--- src/rtl/control_unit_top_20.sv ---
// rtl/control_unit_top_20.sv - registered instruction decoder; define CU_SHIFT_EN to decode tipo=11 shifts
module control_unit_top_20 (
    input  logic       clk,
    input  logic       rst_n,
    input  logic [1:0] tipo,
    input  logic [1:0] op,
    input  logic       Inm,
    output logic       RegWrite,
    output logic [1:0] ImmSrc,
    output logic       ALUSrc,
    output logic       MemWrite,
    output logic       ResultSrc,
    output logic       Branch,
    output logic [2:0] ALUControl
);

    localparam logic [1:0] CLASS_ARITH = 2'b00;
    localparam logic [1:0] CLASS_MEM   = 2'b01;
    localparam logic [1:0] CLASS_CTRL  = 2'b10;
    localparam logic [1:0] CLASS_SHIFT = 2'b11;

    localparam logic [1:0] IMM_ARITH  = 2'b00;
    localparam logic [1:0] IMM_MEM    = 2'b01;
    localparam logic [1:0] IMM_BRANCH = 2'b10;

    localparam logic [2:0] ALU_ADD = 3'b000;
    localparam logic [2:0] ALU_SUB = 3'b001;
    localparam logic [2:0] ALU_AND = 3'b010;
    localparam logic [2:0] ALU_OR  = 3'b011;
`ifdef CU_SHIFT_EN
    localparam logic [2:0] ALU_LSL = 3'b100;
    localparam logic [2:0] ALU_LSR = 3'b101;
`endif

    logic       reg_write_d;
    logic [1:0] imm_src_d;
    logic       alu_src_d;
    logic       mem_write_d;
    logic       result_src_d;
    logic       branch_d;
    logic [2:0] alu_control_d;

    // Every path starts from the NOP word so unlisted encodings stay inert.
    always_comb begin
        reg_write_d   = 1'b0;
        imm_src_d     = IMM_ARITH;
        alu_src_d     = 1'b0;
        mem_write_d   = 1'b0;
        result_src_d  = 1'b0;
        branch_d      = 1'b0;
        alu_control_d = ALU_ADD;
        case (tipo)
            CLASS_ARITH: begin
                reg_write_d = 1'b1;
                alu_src_d   = Inm;
                case (op)
                    2'b00:   alu_control_d = ALU_ADD;
                    2'b01:   alu_control_d = ALU_SUB;
                    2'b10:   alu_control_d = ALU_AND;
                    default: alu_control_d = ALU_OR;
                endcase
            end
            CLASS_MEM: begin
                if (op == 2'b01) begin
                    reg_write_d  = 1'b1;
                    imm_src_d    = IMM_MEM;
                    alu_src_d    = 1'b1;
                    result_src_d = 1'b1;
                end else if (op == 2'b10) begin
                    mem_write_d = 1'b1;
                    imm_src_d   = IMM_MEM;
                    alu_src_d   = 1'b1;
                end
            end
            CLASS_CTRL: begin
                if (op == 2'b00) begin
                    branch_d  = 1'b1;
                    imm_src_d = IMM_BRANCH;
                    alu_src_d = 1'b1;
                end else if (op == 2'b10) begin
                    // Compare only drives the ALU for its flags; nothing is written back.
                    alu_src_d     = Inm;
                    alu_control_d = ALU_SUB;
                end
            end
            CLASS_SHIFT: begin
`ifdef CU_SHIFT_EN
                if (op == 2'b00 || op == 2'b01) begin
                    reg_write_d   = 1'b1;
                    alu_src_d     = Inm;
                    alu_control_d = (op == 2'b00) ? ALU_LSL : ALU_LSR;
                end
`endif
            end
            default: ;
        endcase
    end

    always_ff @(posedge clk) begin
        if (!rst_n) begin
            RegWrite   <= 1'b0;
            ImmSrc     <= 2'b00;
            ALUSrc     <= 1'b0;
            MemWrite   <= 1'b0;
            ResultSrc  <= 1'b0;
            Branch     <= 1'b0;
            ALUControl <= 3'b000;
        end else begin
            RegWrite   <= reg_write_d;
            ImmSrc     <= imm_src_d;
            ALUSrc     <= alu_src_d;
            MemWrite   <= mem_write_d;
            ResultSrc  <= result_src_d;
            Branch     <= branch_d;
            ALUControl <= alu_control_d;
        end
    end

endmodule

--- config.mk ---
export PLATFORM = sky130hd
export DESIGN_NAME = control_unit_top_20
export DESIGN_NICKNAME = d
export VERILOG_FILES = /design/src/rtl/control_unit_top_20.sv
export SDC_FILE = /design/constraint.sdc
export NUM_CORES = 1
export LEC_CHECK = 0
export ABC_AREA = 1
export CAP_MARGIN = 10
export CORE_AREA = 2 2 39 41
export CTS_CLUSTER_DIAMETER = 80
export DETAILED_ROUTE_END_ITERATION = 6
export DIE_AREA = 0 0 41 43
export GPL_TIMING_DRIVEN = 0
export HOLD_SLACK_MARGIN = 0.02
export PLACE_DENSITY = 0.7
export SKIP_LAST_GASP = 1
export SYNTH_ARGS = -nofsm -noshare
export SYNTH_HDL_FRONTEND = slang
export SYNTH_SLANG_ARGS = --single-unit
export TNS_END_PERCENT = 20
--- constraint.sdc ---
create_clock -name clk -period 1.1 [get_ports clk]
set_input_delay 0.11 -clock clk [delete_from_list [all_inputs] [get_ports clk]]
set_output_delay 0.11 -clock clk [all_outputs]
set_load 0.02 [all_outputs]
==> Implementation_results.wiki <==
{| class="wikitable"
! Metric !! Value
|-
| Power Internal || 531 uW
|-
| Most frequent cells in the layout || clkdlybuf4s50_1, nand2_1, dfxtp_1, ha_1
|-
| Count of port buffers added during placement || 15
|-
| Combinational group share of total power || 16.4%
|-
| Clk root buf || clkbuf_4
|-
| Final Hold Violating Endpoints || 0
|-
| Class of the most critical hold timing path || input pin to register
|-
| Number of cells in the finished layout apart from fillers || 84
|-
| Height of the die || 43 um
|-
| CORE AREA || 0.00138 sq mm
|-
| Pin count of the biggest net entering global routing || 6
|-
| Num CTS Buffers || 3
|-
| Complex-gate fraction of the synthesized area || 5.72%
|-
| Final HPWL from detailed placement || 516 um
|-
| Sink count of the clock tree || 9
|-
| Per-cell routed wire length || 7.06 um
|-
| Cell-by-cell listing of the critical path || clkdlybuf4s50_1
|-
| Wire length of the first global-routing pass || 1.04 mm
|-
| TritonCTS clock tree || built
|-
| Static leakage || 0.000311 uW
|-
| Post-route ant nets || 0
|-
| Post-layout nets || 84
|-
| Growth of design area from synthesis to finish || 47.6%
|-
| Area used by sequential logic in the layout || 180 sq um
|-
| Required time of the critical path || 990 ps
|-
| Violations in the final reports || setup timing
|-
| Slowest stage delay, CP || 590 ps
|-
| Least setup slack across all paths after layout || -156 ps
|-
| Total wire length || 593 um
|-
| Max-capacitance violation count || 0
|-
| Net Switching || 160 uW
|-
| Overflow left after global routing || 0
|-
| Most common library cell in the layout ignoring fill and taps || clkdlybuf4s50_1
|-
| Arrival time at the worst endpoint || 1150 ps
|-
| DRC || 0
|-
| Total via count after detailed routing || 333
|-
| Average cell area after synthesis || 8.48 sq um
|-
| Share of the cycle needed by the critical path after routing || 114%
|-
| Portion of total power attributed to sequential cells || 48.9%
|-
| Cell count after synthesis || 49
|-
| Yosys warns || 0
|-
| Fraction of synthesized area in multiplexers || 0%
|-
| Portion of the post-synthesis area used by sequential elements || 43.4%
|-
| Category of the worst setup path capture point || primary output
|-
| I/O pin count || 17
|-
| Total power after layout || 691 uW
|-
| Post-synthesis adder-cell area fraction || 24.1%
|-
| Endpoint with the worst hold slack || ALUSrc
|-
| Unrepaired setup endpoints after global routing || true
|-
| Crit path max-delay cell type || clkdlybuf4s50_1
|-
| Combinational family with the most area after synthesis || adder cells
|-
| Worst Min Path Start || Inm
|-
| CP top delay family || buffers and inverters
|-
| Share of post-route cells with drive strength above 1 || 8.82%
|-
| Power Density || 1130 mW/mm^2
|-
| Clock slew at the register clock pins of the worst setup and hold paths || 60 ps
|-
| Kind of start point of the critical path || register
|-
| Detailed Route Iter0 Violations || 1
|-
| Number of placed instances with taps included || 80
|-
| First-pass iteration count of the detailed router || 2
|-
| Via count of the first global-routing pass || 289
|-
| Multi-input gate area in the final layout || 198 sq um
|-
| Floorplan die area || 0.00176 sq mm
|-
| Number of synthesized register bits || 9
|-
| Number of buffers on the longest clock path || 2
|-
| Peak fanout along the critical path || 1
|-
| Starting utilization of the core area || 30.0%
|-
| Number of antenna violations at the first check in global routing || 0
|-
| Worst VDD drop || 0.323 mV
|-
| Deepest level of the CTS H-tree || 1
|-
| Cell count of the worst hold path || 3
|-
| Post-layout minimum cycle time || 1260 ps
|-
| Max-slew violation total from the final report || 0
|-
| Count of buffer and inverter cells on the critical path || 1
|-
| Total GRT Usage || 9.49%
|-
| Number of endpoints failing setup at the final stage || 7
|-
| Outcome || finished, violations left
|-
| Via-to-Cell Ratio || 3.96
|-
| Post-Syn Area || 415 sq um
|-
| FILL cells || 147
|-
| Sw frac || 23.2%
|-
| RD Place Congestion || 0.848
|-
| Fraction of synthesized cell area in xor and xnor cells || 0%
|-
| Worst Path Class, Setup || register to primary output
|-
| Max Clock Freq || 796 MHz
|-
| Count of standard-cell rows || 14
|-
| Yosys cell types || 12
|-
| Horizontal extent of the die || 41 um
|-
| Clock network fraction of design power || 34.8%
|-
| Synth Net Count || 64
|-
| Number of hold buffers added after cts || 0
|-
| Crit. Startpoint || ALUControl[0]
|-
| Post-synthesis share of cell area spent on and, or, nand and nor gates || 16.9%
|-
| Antenna diodes || 0
|}
power groups by stage:
stage | logic, uW | registers [uW] | clock network [uW]
after global placement | 112 | 345 | 0
after global routing | 128 | 338 | 264
after floorplan | 47.2 | 358 | 0
after CTS | 114 | 338 | 251
final | 113 | 338 | 240
after detailed placement | 115 | 345 | 0
per-layer routing:
metal | GRT usage [%] | wire length (um) | share of wire [%]
met1 | 10.5 | 246 | 41
met2 | 12.8 | 288 | 49
met3 | 0 | 39 | 6.6
met4 | 14.0 | 19 | 3.2
met5 | 0 | 0 | 0
cell families after synthesis:
group                      count (synthesis)
and+or+nand+nor                           18
buffers and inverters                      9
DFF                                        9
adders and majority gates                  8
AOI/OAI and AO/OA                          4
other                                      1
flip-flops by register name, indices dropped and copies added (netlist names):
name        flops
ImmSrc          2
Branch          1
ResultSrc       1
RegWrite        1
MemWrite        1
ALUSrc          1
ALUControl      2
worst max path at each step:
stage | endpoint | cells after the start | slack, ps
after detailed placement | ALUSrc | 7 | -250
after CTS | ALUSrc | 1 | -170
after floorplan | ALUSrc | 6 | 340
after global placement | ALUSrc | 7 | -230
final | ALUControl[0] | 1 | -160
after global routing | ALUSrc | 1 | -200
cell usage after synthesis:
library cell  count  area [sq um]
nand2_1          10          37.5
dfxtp_1           9           180
a21oi_2           1          8.76
nor2_1            7          26.3
conb_1            1          3.75
inv_1             7          26.3
a21oi_1           1          5.00
o21ai_0           2          10.0
buf_4             1          7.51
ha_1              8           100
inv_2             1          3.75
or2_1             1          6.26
cell type report:
cell class	instances	share of cell area, %
Clock buffer	4	4.29
Sequential cell	9	29.4
Multi-Input combinational cell	31	32.2
Timing Repair Buffer	15	24.7
Inverter	8	4.90
Tap cell	16	3.27
Buffer	1	1.22
stage by stage:
stage               utilization (%)  TNS, ps  cell area [sq um]  setup slack [ps]  hold WS (ps)
finish                         44.3    -1060                613              -156           424
global route                   44.3    -1400                613              -198           437
CTS                            44.1    -1330                611              -170           420
floorplan                         -        0                415               344           240
detailed placement             42.3     -976                586              -246           687
global placement               42.3     -807                586              -232           689
timing repair:
item / 4_1_cts / 5_1_grt
gates resized for setup: 1 / 1
setup buffers: 0 / 0
endpoints found under the setup margin: 9 / 9
hold endpoints to repair: 0 / 0
cloned: 0 / 0
Note: power is estimated with default switching activity, not from simulation.
